===== src/rtl/ilog_unit.sv =====
// Iterative integer logarithm: floor or ceil of log_base(value) by repeated
// multiplication, one multiply per ITER cycle. Reports exactness and invalid operands.
module ilog_unit #(
  parameter int WIDTH = 16,
  parameter int RW    = $clog2(WIDTH + 1)
) (
  input  logic             clk,
  input  logic             rst_n,
  input  logic             start,
  input  logic [WIDTH-1:0] base,
  input  logic [WIDTH-1:0] value,
  input  logic             mode,
  output logic             busy,
  output logic             done,
  output logic [RW-1:0]    result,
  output logic             exact,
  output logic             err
);

  localparam logic [1:0] IDLE = 2'd0;
  localparam logic [1:0] ITER = 2'd1;
  localparam logic [1:0] DONE = 2'd2;

  logic [1:0]         state;
  logic [WIDTH-1:0]   base_q;
  logic [WIDTH-1:0]   value_q;
  logic               mode_q;
  // acc is double width: in ceil mode it can overshoot value by up to a factor of base.
  logic [2*WIDTH-1:0] acc;
  logic [RW-1:0]      k;

  logic [2*WIDTH-1:0] prod;
  logic [2*WIDTH-1:0] value_ext;
  logic               stop;

  // Multiply only happens while acc < 2^WIDTH, so the low half of acc is exact.
  always_comb begin
    value_ext = {{WIDTH{1'b0}}, value_q};
    prod      = {{WIDTH{1'b0}}, acc[WIDTH-1:0]} * {{WIDTH{1'b0}}, base_q};
    stop      = mode_q ? (acc >= value_ext) : (prod > value_ext);
  end

  // Status outputs decode directly from the state register.
  always_comb begin
    busy = (state == ITER);
    done = (state == DONE);
  end

  // Control FSM and datapath registers.
  always_ff @(posedge clk or negedge rst_n) begin
    if (!rst_n) begin
      state   <= IDLE;
      base_q  <= '0;
      value_q <= '0;
      mode_q  <= 1'b0;
      acc     <= {{(2*WIDTH-1){1'b0}}, 1'b1};
      k       <= '0;
      result  <= '0;
      exact   <= 1'b0;
      err     <= 1'b0;
    end else begin
      case (state)
        IDLE: begin
          if (start) begin
            base_q  <= base;
            value_q <= value;
            mode_q  <= mode;
            acc     <= {{(2*WIDTH-1){1'b0}}, 1'b1};
            k       <= '0;
            result  <= '0;
            exact   <= 1'b0;
            if (base < WIDTH'(2) || value == '0) begin
              err   <= 1'b1;
              state <= DONE;
            end else begin
              err   <= 1'b0;
              state <= ITER;
            end
          end
        end
        ITER: begin
          if (stop) begin
            result <= k;
            exact  <= (acc == value_ext);
            state  <= DONE;
          end else begin
            acc <= prod;
            k   <= k + RW'(1);
          end
        end
        DONE: begin
          state <= IDLE;
        end
        default: begin
          state <= IDLE;
        end
      endcase
    end
  end

endmodule


===== config.mk =====
export PLATFORM = sky130hd
export DESIGN_NAME = ilog_unit
export DESIGN_NICKNAME = d
export VERILOG_FILES = /design/src/rtl/ilog_unit.sv
export SDC_FILE = /design/constraint.sdc
export NUM_CORES = 1
export LEC_CHECK = 0
export CAP_MARGIN = 20
export CORE_ASPECT_RATIO = 0.75
export CORE_MARGIN = 5
export CORE_UTILIZATION = 60
export DETAILED_ROUTE_END_ITERATION = 10
export GPL_TIMING_DRIVEN = 1
export PLACE_DENSITY_LB_ADDON = 0.2
export SLEW_MARGIN = 0
export SYNTH_ARGS = -nofsm -noshare
export SYNTH_HDL_FRONTEND = slang
export SYNTH_SLANG_ARGS = --single-unit

===== constraint.sdc =====
create_clock -name clk -period 13.3 [get_ports clk]
set_input_delay 1.995 -clock clk [delete_from_list [all_inputs] [get_ports clk]]
set_output_delay 1.995 -clock clk [all_outputs]
set_load 0.03 [all_outputs]

# Word-level counts from Yosys, hierarchy flattened
# Cells that the tools add are included.
[op_classes] mux=17 n_addsub=1 reduce_logical=8 n_eq_ne=6 multipliers=1 magnitude_cmp=3
[op_table] op="32-bit two-way mux" n=2
[op_table] op="32-bit one-hot mux with 2 select lines" n=1
[op_table] op="32-bit by 16-bit equality test with 1-bit output" n=1
[op_table] op="32-bit by 16-bit greater-or-equal comparator with 1-bit output" n=1
[op_table] op="32-bit by 16-bit greater-than comparator with 1-bit output" n=1
[op_table] op="16-bit by 16-bit multiplier with 32-bit output" n=1
[op_table] op="5-bit one-hot mux with 2 select lines" n=2
[op_table] op="16-bit zero test" n=1
[op_table] op="16-bit by 2-bit less-than comparator with 1-bit output (second input constant)" n=1
[op_table] op="5-bit two-way mux" n=3
[op_table] op="2-bit two-way mux" n=3
[op_table] op="3-bit AND reduction" n=2
[op_table] op="5-bit by 1-bit adder with 5-bit output (second input constant)" n=1
[op_table] op="1-bit two-way mux" n=4
[op_table] op="2-bit inequality test (second input constant)" n=2
[op_table] op="2-bit one-hot mux with 2 select lines" n=1
[op_table] op="2-bit AND reduction" n=2
[op_table] op="2-bit by 1-bit equality test with 1-bit output (second input constant)" n=1
[op_table] op="2-bit equality test (second input constant)" n=1
[op_table] op="2-bit zero test" n=1
[op_table] op="2-bit by 1-bit inequality test with 1-bit output (second input constant)" n=1
[op_table] op="1-bit one-hot mux with 2 select lines" n=1
[op_table] op="2-bit nonzero test" n=1
[op_table] op="1-bit logical OR" n=1
[word_totals] in_bits=36 register_bits=79 elab_cells=45 out_inout_bits=9

# Logic depth before layout (Yosys ltp)
# Gate-level depths: netlist of run 1.
[logic_depth] word_depth=5 depth_mapped=34 mapped_depth_nobuf=31

# Worst setup path before layout of run 1
# No wires, ideal clock.
[synth_timing] path_kind="register -> register" from="register base_q[9]" to="register acc[12]" slack_ns=5.602 synth_period_minus_slack_ns=7.698 setup_ns=0.125 t_arrival_ns=7.573 stages_incl_launch_ff=32 path_cell_list="dfrtp_1 -> clkbuf_1 -> clkbuf_1 -> nand2_1 -> fa_1 -> inv_1 -> fa_1 -> inv_1 -> fa_1 -> inv_1 -> fa_1 -> fa_1 -> inv_1 -> fa_1 -> inv_1 -> ha_1 -> buf_2 -> a21oi_1 -> o21ai_1 -> nand2b_1 -> xor2_1 -> ha_1 -> nand4_1 -> nor4_1 -> a21boi_0 -> o41ai_1 -> o2111ai_1 -> a2111oi_2 -> o2111a_2 -> nand3_4 -> a21oi_4 -> mux2_2"
[synth_via] elab_chain_len=5
[synth_lines] element="from (decl)" line="25" rtl="logic [WIDTH-1:0] base_q;"
[synth_lines] element="from (signal assigned)" line="65" rtl="base_q <= base;"
[synth_lines] element="16-bit by 16-bit multiplier with 32-bit output (*)" line="39" rtl="prod = {{WIDTH{1'b0}}, acc[WIDTH-1:0]} * {{WIDTH{1'b0}}, base_q};"
[synth_lines] element="32-bit by 16-bit greater-than comparator with 1-bit output" line="40" rtl="stop = mode_q ? (acc >= value_ext) : (prod > value_ext);"
[synth_lines] element="1-bit two-way mux" line="40"
[synth_lines] element="2-bit inequality test (no source line)"
[synth_lines] element="3-bit AND reduction (no source line)"
[synth_lines] element="to (signal assigned)" line="56" rtl="acc <= {{(2*WIDTH-1){1'b0}}, 1'b1};"
[synth_lines] element="to (signal assigned)" line="68" rtl="acc <= {{(2*WIDTH-1){1'b0}}, 1'b1};"
[synth_lines] element="to (signal assigned)" line="87" rtl="acc <= prod;"
[synth_lines] element="to (decl)" line="29" rtl="logic [2*WIDTH-1:0] acc;"
# Every way passes the cells marked *; elsewhere a longest branch is shown, timed or not. The select of a mux whose other input is x is not followed.
# A chain may end at the register's enable or synchronous reset.

# Worst setup path in the final report of run 1
[layout_timing] from="register acc[7]" to="register acc[23]"
[layout_via] elab_chain_len=5
[layout_lines] element="16-bit by 16-bit multiplier with 32-bit output" line="39"
[layout_lines] element="32-bit by 16-bit greater-than comparator with 1-bit output" line="40"
[layout_lines] element="1-bit two-way mux" line="40"
[layout_lines] element="2-bit inequality test (no source line)"
[layout_lines] element="3-bit AND reduction (no source line)"
# Parallel ways exist; a longest one is shown, timed or not. The select of a mux whose other input is x is not followed.

==> impl_summary.log, run 1 <==
INFO  metric total_vias_in_the_final_route = 10400
INFO  metric worstSetupStartpointType = register
INFO  metric global_route.peak_usage_layer = met2
INFO  metric relSlewSlack = 0.447
INFO  metric grtUsageMet2 = 0.434
INFO  metric slowest_stage = dfrtp_1
INFO  metric grt_overflow = 0
INFO  metric worst-setup-path-type = reg2reg
INFO  metric worst-path-max-fanout = 32
INFO  metric detail_route.vias_per_cell = a little under 6
INFO  metric antenna_found_initial = 0
INFO  metric wire_length_of_the_first_global_routing_pass = 56.3 mm
INFO  metric route.detailed.wl_per_inst = 19.1 um
INFO  metric die_w = roughly 180 um
INFO  metric critical-path-max-stage-delay = roughly 0.70 ns
INFO  metric grt.total_usage = 0.287
INFO  metric hold_path_class = reg2reg
INFO  metric finalNetCount = 1871
INFO  metric timing.final.crit_share = 0.686
INFO  metric grt_use_met1 = 0.428
INFO  metric timing.final.max_slew_violations = 0
INFO  metric drt-initial-drc-count = 926
INFO  metric setup_viol_count_final = 0
INFO  metric die_height = 138 um
INFO  metric fraction_of_final_layout_cells_sized_beyond_drive_strength_1 = 0.0298
INFO  metric tritoncts = built
INFO  metric clock_tree.htree_level_count = 3
INFO  metric cpMostUsedCell = fa_1
INFO  metric synth-main-ff-cell = dfrtp_1
INFO  metric place_congestion = a little over 0.9
INFO  metric fillCellCount = around 1800
INFO  metric asr_flop_ratio_synth = 1.00
INFO  metric wl = 34.4 mm
INFO  metric mapped_nets = between 1500 and 2000
INFO  metric yosys_register_bits = between 70 and 80
INFO  metric via_count_of_the_first_global_routing_pass = about 10000
INFO  metric io_buffers = 44
INFO  metric timing.fmax = 110 MHz
INFO  metric synth-edff-count = 0
INFO  metric outcome = completed
INFO  metric seq_area_frac_synth = 0.151
INFO  metric ant_nets = 0
INFO  metric placement_rows = 46
INFO  metric cts_num_sinks = 79
INFO  metric clk_pin_slew_worst_paths = 0.07 ns
INFO  metric rsz0062_at_grt = false
INFO  metric cts.hold.buffers_added = 0
INFO  metric final_common_cell = nand2_1
INFO  metric clock_tree.root_cell = clkbuf_16
INFO  metric syn_area = 13100 um2
INFO  metric synthesis.instances = about 1500
INFO  metric clockBufferDepth = 2
INFO  metric critical_path_arrival = roughly 9.4 ns
INFO  metric cts_repair_resizes = 0
INFO  metric cts.repair_timing.setup_buffer_count = 0
INFO  metric mostFrequentLayoutCells = nand2_1, inv_1, fa_1, ha_1, and2_1
INFO  metric cap_viol_max_count = 0
INFO  metric syn_to_final_growth = 6.75%
INFO  metric cts-buffers-inserted = 9
INFO  metric core_area = 21300 um2
INFO  metric ioPinCount = 45
INFO  metric finClkSkew = 0.00927 ns
INFO  metric hold_fails_final_rpt = 0
INFO  metric post-route-drc-count = 0
INFO  metric cp_data_required_time = 13.53 ns
INFO  metric floorplan.die_area = 24800 um2
INFO  metric worst_pin_slew = 0.829 ns
INFO  metric syn-mean-instance-area = 8.63 um2
INFO  metric fin_tns_setup = 0 ns
INFO  metric worst_skew_pair_later_pin_latency = around 0.35 ns
INFO  metric initial_utilization = 0.613
INFO  metric dpl.hpwl = around 27 mm
INFO  metric final.min_clock_period = 9.13 ns
INFO  metric grt_max_degree = 80
INFO  metric netlist-cell-type-count = 67
INFO  metric antenna-diode-count = 0
INFO  metric yosys_warnings = 0
INFO  metric globalRouteMet3Util = 0.0660
INFO  metric endpoint_kind = register
INFO  metric drt_pre_antenna_iters = 6
-- critical path, delay by kind of cell, from the launching register on --
kind / cells / cell delay, ns
DFF: 1 / 0.70
and+or+nand+nor: 6 / 1.03
xor gates and xnor gates: 1 / 0.21
AOI/OAI and AO/OA: 8 / 2.13
adders and majority gates: 8 / 3.88
muxes: 1 / 0.40
buffers and inverters: 5 / 0.64
-- sequential cells by signal, summed over array words and instances (netlist names) --
register	count
acc	32
base_q	16
value_q	16
k	5
result	5
state	2
err	1
exact	1
mode_q	1
-- Yosys cell counts, drive strengths merged (3+ instances only) --
| cell | count | area share |
|---|---|---|
| nand2 | 302 | 0.087 |
| inv | 259 | 0.074 |
| fa | 194 | 0.30 |
| ha | 137 | 0.13 |
| and2 | 125 | 0.060 |
| dfrtp | 78 | 0.15 |
| clkbuf | 55 | 0.016 |
| a21oi | 47 | 0.019 |
| o21ai | 43 | 0.016 |
| nor2 | 31 | 0.0089 |
| mux2i | 20 | 0.015 |
| nand3 | 19 | 0.0086 |
| nand4 | 19 | 0.0091 |
| buf | 18 | 0.0091 |
| o22ai | 17 | 0.0081 |
| nor4 | 14 | 0.0067 |
| a21o | 13 | 0.0075 |
| xnor2 | 13 | 0.0087 |
| nand2b | 10 | 0.0048 |
| o211ai | 9 | 0.0052 |
| a211oi | 8 | 0.0050 |
| nor3 | 8 | 0.0031 |
| xor2 | 8 | 0.0054 |
| a211o | 5 | 0.0034 |
| nor2b | 5 | 0.0024 |
| or2 | 5 | 0.0026 |
| a21boi | 4 | 0.0023 |
| a31oi | 4 | 0.0019 |
| o21a | 4 | 0.0023 |
| a2111oi | 3 | 0.0025 |
| a311oi | 3 | 0.0025 |
| and3 | 3 | 0.0014 |
| mux2 | 3 | 0.0026 |
| o2111a | 3 | 0.0027 |
| o2111ai | 3 | 0.0020 |
-- through the flow --
step | hold WS (ns) | cell area (um2) | setup WS, ns | std cells | util
after floorplan | 0.477 | 13100 | 5.60 | 1513 | -
after global placement | 0.489 | 13600 | 4.45 | 1780 | 0.639
after detailed placement | 0.499 | 13600 | 4.31 | 1780 | 0.639
after CTS | 0.514 | 13900 | 4.29 | 1796 | 0.653
after global routing | 0.544 | 13900 | 3.75 | 1797 | 0.655
final | 0.521 | 13900 | 4.17 | 1797 | 0.655
-- worst paths after layout --
| path | startpoint | to | slack [ns] | cells past startpoint |
|---|---|---|---|---|
| worst max-delay path | acc[7] | acc[23] | 4.17 | 29 |
| worst min-delay path | err | err | 0.52 | 2 |
| worst max register to register | acc[7] | acc[23] | 4.17 | 29 |
| worst min register to register | err | err | 0.52 | 2 |
| max in group asynchronous | rst_n | acc[0] | 11.03 | 2 |
| min in group asynchronous | rst_n | k[0] | 1.59 | 1 |
-- metal layers --
metal	vias to the layer above	wire, um	part of all wire
met1	5150	15700	0.46
met3	39	3130	0.091
met4	0	514	0.015
li1	4753	-	-
met5	-	0	0
met2	420	15100	0.44
-- layout make-up --
type / count / area [um2] / area share
Clock inverter: 6 / 75.1 / 0.00539
Inverter: 259 / 972 / 0.0697
Sequential cell: 79 / 1980 / 0.142
Multi-Input combinational cell: 1102 / 9790 / 0.702
Timing Repair Buffer: 53 / 526 / 0.0377
Tap cell: 288 / 360 / 0.0259
Clock buffer: 10 / 239 / 0.0171
-- kinds of logic (layout without fill, tap and decap cells) --
group                    Yosys count  after routing  synth area share
AND/OR/NAND/NOR                  548            548             0.199
buffers and inverters            332            328            0.0995
adder cells (fa/ha/maj)          331            331             0.429
AO/OA/AOI/OAI                    179            179            0.0899
flip-flops                        79             79             0.151
multiplexers                      23             23            0.0179
XOR/XNOR                          21             21            0.0141
Power of run 1 is left out: the tool's default activity adds up to more than one toggle a clock period on the data nets, which glitch-free logic cannot reach.
==> inputs of run 2 (changes only) <==
CORE_UTILIZATION = 58   (was 60)
clock period = 8.23 ns   (was 13.3 ns; I/O delays follow)
==> impl_summary.log, run 2 (synthesis gave the netlist of run 1 again) <==
INFO  metric outcome = completed (unchanged)
INFO  metric antenna-diode-count = 0 (unchanged)
INFO  metric io_buffers = 44 (unchanged)
INFO  metric clock_tree.htree_level_count = 3 (unchanged)
INFO  metric timing.fmax = 126 MHz (was 110 MHz)
INFO  metric clock_tree.root_cell = clkbuf_16 (unchanged)
INFO  metric hp-start = err (unchanged)
INFO  metric largest_register = acc (unchanged)
INFO  metric antenna_found_initial = 0 (unchanged)
INFO  metric endpoint_kind = register (unchanged)
INFO  metric cpMostUsedCell = fa_1 (unchanged)
INFO  metric worst_skew_pair_later_pin_latency = 0.35 ns (about the same)
INFO  metric worstSetupStartpointType = register (unchanged)
INFO  metric syn_to_final_growth = 12.1% (was 6.75%)
INFO  metric biggestRegsByFlops = acc: 32 flops, base_q: 16 flops, value_q: 16 flops (unchanged)
INFO  metric floorplan.die_area = 25600 um2 (was 24800 um2)
INFO  metric setup_viol_count_final = 0 (unchanged)
INFO  metric hold_fails_final_rpt = 0 (unchanged)
INFO  metric ioPinCount = 45 (unchanged)
INFO  metric drt_pre_antenna_iters = 7 (was 6)
INFO  metric timing.final.crit_share = 0.965 (was 0.686)
INFO  metric wire_length_of_the_first_global_routing_pass = 54.8 mm (was 56.3 mm)
INFO  metric tritoncts = built (unchanged)
INFO  metric via_count_of_the_first_global_routing_pass = 10800 (was 10500)
INFO  metric hold_path_class = reg2reg (unchanged)
INFO  metric final.min_clock_period = 7.94 ns (was 9.13 ns)
INFO  metric initial_utilization = 0.591 (was 0.613)
INFO  metric clockBufferDepth = 2 (unchanged)
INFO  metric core_area = 22100 um2 (was 21300 um2)
INFO  metric ant_nets = 0 (unchanged)
INFO  metric relSlewSlack = 0.359 (was 0.447)
INFO  metric cts_num_sinks = 79 (unchanged)
INFO  metric drt-initial-drc-count = 950 (was 926)
INFO  metric finalNetCount = 1940 (was 1871)
INFO  metric placement_rows = 47 (was 46)
INFO  metric wl = 33.1 mm (was 34.4 mm)
INFO  metric route.detailed.wl_per_inst = 17.7 um (was 19.1 um)
INFO  metric detail_route.vias_per_cell = 5.56 (was 5.77)
INFO  metric finClkSkew = 0.00965 ns (was 0.00927 ns)
INFO  metric die_w = 183 um (was 180 um)
INFO  metric worst-path-max-fanout = 8 (was 32)
INFO  metric grt.total_usage = 0.265 (was 0.287)
INFO  metric cts.hold.buffers_added = 0 (unchanged)
INFO  metric critical_path_arrival = 8.19 ns (was 9.36 ns)
INFO  metric total_vias_in_the_final_route = 10400 (about the same)
INFO  metric min_path_cells = 2 (unchanged)
INFO  metric whs = 0.512 ns (was 0.521 ns)
INFO  metric cts-buffers-inserted = 9 (unchanged)
INFO  metric mostFrequentLayoutCells = nand2_1, inv_1, fa_1, ha_1, and2_1 (unchanged)
INFO  metric die_height = 140 um (was 138 um)
INFO  metric r2r_start = base_q[6] (was acc[7])
INFO  metric clk_pin_slew_worst_paths = 0.07 ns (about the same)
INFO  metric cap_viol_max_count = 0 (unchanged)
INFO  metric final_common_cell = nand2_1 (unchanged)
INFO  metric timing.final.max_slew_violations = 0 (unchanged)
INFO  metric cp_data_required_time = 8.47 ns (was 13.53 ns)
INFO  metric slowest_stage = fa_1 (was dfrtp_1)
INFO  metric cells_on_worst_reg2reg_path = 31 (was 29)
INFO  metric critical-path-max-stage-delay = 0.55 ns (was 0.70 ns)
INFO  metric dpl.hpwl = 26.7 mm (was 27.4 mm)
INFO  metric grt_overflow = 0 (unchanged)
INFO  metric worst_pin_slew = 0.953 ns (was 0.829 ns)
INFO  metric fraction_of_final_layout_cells_sized_beyond_drive_strength_1 = 0.0976 (was 0.0298)
INFO  metric place_congestion = 0.907 (was 0.920)
INFO  metric worst_setup_path_startpoint = base_q[6] (was acc[7])
INFO  metric largest_reg_flops = 32 (unchanged)
INFO  metric grt_max_degree = 65 (was 80)
INFO  metric worst-setup-path-type = reg2reg (unchanged)
INFO  metric post-route-drc-count = 0 (unchanged)
## run 2: timing repair
action	in CTS	in global routing
endpoints found under the setup margin	0	45
gates resized for setup	0	47
buffers inserted	0	15
## run 2: metrics by stage
| stage | cell area, um2 | util | worst slack [ns] | TNS [ns] | instances |
|---|---|---|---|---|---|
| final | 14600 | 0.662 | 0.286 | 0 | 1872 |
| after global routing | 14600 | 0.662 | -0.0290 | -0.0981 | 1872 |
| after CTS | 14300 | 0.649 | 0.0173 | 0 | 1856 |
| after detailed placement | 14000 | 0.635 | 0.0776 | 0 | 1840 |
| after global placement | 14000 | 0.635 | 0.296 | 0 | 1840 |
| after floorplan | 13100 | - | 0.532 | 0 | 1513 |
## run 2: critical path, delay by kind of cell (launching register included)
family | cells | cell delay (ns)
xor gates and xnor gates | 1 | 0.18
and+or+nand+nor | 5 | 0.55
buffers and inverters | 8 | 0.87
muxes | 1 | 0.33
adders and majority gates | 8 | 3.69
AOI/OAI and AO/OA | 8 | 1.71
DFF | 1 | 0.49
## run 2: cell type report
type | instances | area, um2
Clock inverter | 6 | 67.6
Clock buffer | 10 | 229
Tap cell | 294 | 368
Timing Repair Buffer | 122 | 1080
Inverter | 259 | 972
Multi-Input combinational cell | 1102 | 9920
Sequential cell | 79 | 2000
Fill cell | 1873 | 7470
## run 2: metal layers
layer | wire length (um) | share of wire | vias up | GRT usage
li1 | - | - | 4906 | -
met1 | 15000 | 0.45 | 5121 | 0.386
met2 | 15300 | 0.46 | 332 | 0.419
met3 | 1990 | 0.060 | 51 | 0.0376
met4 | 796 | 0.024 | 0 | 0.0713
met5 | 0 | 0 | - | 0
## run 2: worst paths after layout
kind | end | slack (ns)
hold / removal | err | 0.51
hold reg to reg | err | 0.51
min in group asynchronous | result[3] | 0.72
max in group asynchronous | acc[7] | 6.29
setup reg to reg | acc[12] | 0.29
setup / recovery | acc[12] | 0.29
Power of run 2 is left out for the same reason.
==> inputs of run 3 (changes only) <==
CORE_UTILIZATION = 60   (was 58)
clock period = 9.21 ns   (was 8.23 ns; I/O delays follow)
==> impl_summary.log, run 3 (synthesis gave the netlist of run 1 again) <==
INFO  metric outcome = completed (unchanged)
INFO  metric grt_overflow = 0 (unchanged)
INFO  metric fillCellCount = 1788 (was 1873)
INFO  metric worst-setup-path-type = reg2reg (unchanged)
INFO  metric setup_viol_count_final = 0 (unchanged)
INFO  metric core_area = 21300 um2 (was 22100 um2)
INFO  metric slowest_stage = dfrtp_1 (was fa_1)
INFO  metric hold_path_class = reg2reg (unchanged)
INFO  metric worstSetupStartpointType = register (unchanged)
INFO  metric clockBufferDepth = 2 (unchanged)
INFO  metric ioPinCount = 45 (unchanged)
INFO  metric final.min_clock_period = 8.74 ns (was 7.94 ns)
INFO  metric cts_num_sinks = 79 (unchanged)
INFO  metric fraction_of_final_layout_cells_sized_beyond_drive_strength_1 = 0.0413 (was 0.0976)
INFO  metric total_vias_in_the_final_route = 10400 (about the same)
INFO  metric cts_repair_resizes = 0 (unchanged)
INFO  metric critical-path-max-stage-delay = 0.65 ns (was 0.55 ns)
INFO  metric wire_length_of_the_first_global_routing_pass = 57.6 mm (was 54.8 mm)
INFO  metric grt.total_usage = 0.298 (was 0.265)
INFO  metric route.detailed.wl_per_inst = 19.2 um (was 17.7 um)
INFO  metric timing.fmax = 114 MHz (was 126 MHz)
INFO  metric place_congestion = 0.958 (was 0.907)
INFO  metric fin_tns_setup = 0 ns (unchanged)
INFO  metric placement_rows = 46 (was 47)
INFO  metric die_height = 138 um (was 140 um)
INFO  metric floorplan.die_area = 24800 um2 (was 25600 um2)
INFO  metric initial_utilization = 0.613 (was 0.591)
INFO  metric tritoncts = built (unchanged)
INFO  metric worst_skew_pair_later_pin_latency = 0.37 ns (was 0.35 ns)
INFO  metric timing.final.crit_share = 0.949 (was 0.965)
INFO  metric biggestRegsByFlops = acc: 32 flops, base_q: 16 flops, value_q: 16 flops (unchanged)
INFO  metric critical_path_arrival = 8.93 ns (was 8.19 ns)
INFO  metric clock_tree.root_cell = clkbuf_16 (unchanged)
INFO  metric post-route-drc-count = 0 (unchanged)
INFO  metric rsz0062_at_grt = false
INFO  metric dpl.hpwl = 28.4 mm (was 26.7 mm)
INFO  metric cpMostUsedCell = fa_1 (unchanged)
INFO  metric whs = 0.511 ns (was 0.512 ns)
INFO  metric drt-initial-drc-count = 919 (was 950)
INFO  metric worst-path-max-fanout = 18 (was 8)
INFO  metric finalNetCount = 1888 (was 1940)
INFO  metric mostFrequentLayoutCells = nand2_1, inv_1, fa_1, ha_1, and2_1 (unchanged)
INFO  metric ant_nets = 0 (unchanged)
INFO  metric worst_pin_slew = 0.832 ns (was 0.953 ns)
INFO  metric timing.final.max_slew_violations = 0 (unchanged)
INFO  metric relSlewSlack = 0.446 (was 0.359)
INFO  metric antenna-diode-count = 0 (unchanged)
INFO  metric cts.repair_timing.setup_buffer_count = 0 (unchanged)
INFO  metric cts.hold.buffers_added = 0 (unchanged)
INFO  metric antenna_found_initial = 0 (unchanged)
INFO  metric cap_viol_max_count = 0 (unchanged)
INFO  metric finish.utilization = 0.660 (was 0.662)
INFO  metric detail_route.vias_per_cell = 5.75 (was 5.56)
INFO  metric clk_pin_slew_worst_paths = 0.06 ns (was 0.07 ns)
INFO  metric io_buffers = 44 (unchanged)
INFO  metric endpoint_kind = register (unchanged)
INFO  metric largest_register = acc (unchanged)
INFO  metric via_count_of_the_first_global_routing_pass = 10600 (was 10800)
INFO  metric syn_to_final_growth = 7.65% (was 12.1%)
INFO  metric grt_max_degree = 62 (was 65)
INFO  metric hold_fails_final_rpt = 0 (unchanged)
INFO  metric cts-buffers-inserted = 9 (unchanged)
INFO  metric clock_tree.htree_level_count = 3 (unchanged)
INFO  metric cp_data_required_time = 9.40 ns (was 8.47 ns)
INFO  metric largest_reg_flops = 32 (unchanged)
INFO  metric drt_pre_antenna_iters = 6 (was 7)
INFO  metric die_w = 180 um (was 183 um)
INFO  metric finClkSkew = 0.0127 ns (was 0.00965 ns)
INFO  metric wl = 34.9 mm (was 33.1 mm)
INFO  metric final_common_cell = nand2_1 (unchanged)
==> run 3: cell count changes in the layout (fill, tap and decap cells not counted), moves of 5 or more <==
cell | before | now
buf_4 | 73 | 27
dfrtp_1 | 61 | 76
dfrtp_2 | 17 | 2
a21oi_1 | 40 | 46
a21oi_2 | 6 | 0
ha_1 | 132 | 137
==> run 3: stage by stage <==
step	area, um2	instances	worst slack (ns)
2_1_floorplan	13100	1513	1.51
3_3_place_gp	13700	1798	0.542
6_report	14100	1814	0.474
3_5_place_dp	13700	1798	0.541
5_1_grt	14100	1814	0.0157
4_1_cts	14100	1814	0.518
==> run 3: metal layers <==
layer	vias to the layer above	GRT usage	routed length, um
met5	-	0	0
met4	0	0.0701	685
met3	53	0.0881	3400
met2	445	0.444	15200
met1	5153	0.434	15700
li1	4786	-	-
==> run 3: worst max-delay path, delay by kind of cell, from the launching register on <==
kind / cells / cell delay [ns]
flops: 1 / 0.65
compound gates: 10 / 2.52
xor+xnor: 1 / 0.20
simple gates: 4 / 0.69
buf+inv: 6 / 0.68
fa+ha+maj: 8 / 3.83
==> run 3: worst paths after layout <==
kind | start | cells past startpoint | end | slack [ns]
max | acc[9] | 29 | acc[5] | 0.47
min reg2reg | err | 2 | err | 0.51
max reg2reg | acc[9] | 29 | acc[5] | 0.47
min | err | 2 | err | 0.51
max in group asynchronous | rst_n | 2 | acc[8] | 7.13
min in group asynchronous | rst_n | 1 | acc[27] | 0.90
==> run 3: cell type report <==
type / instances / area [um2] / area share
inverter: 259 / 972 / 0.0692
sequential: 79 / 1980 / 0.141
timing repair buffer: 70 / 633 / 0.0450
multi-input combinational: 1102 / 9790 / 0.696
clock inverter: 6 / 92.6 / 0.00659
tap: 288 / 360 / 0.0256
clock buffer: 10 / 229 / 0.0163
Power of run 3 is left out for the same reason.
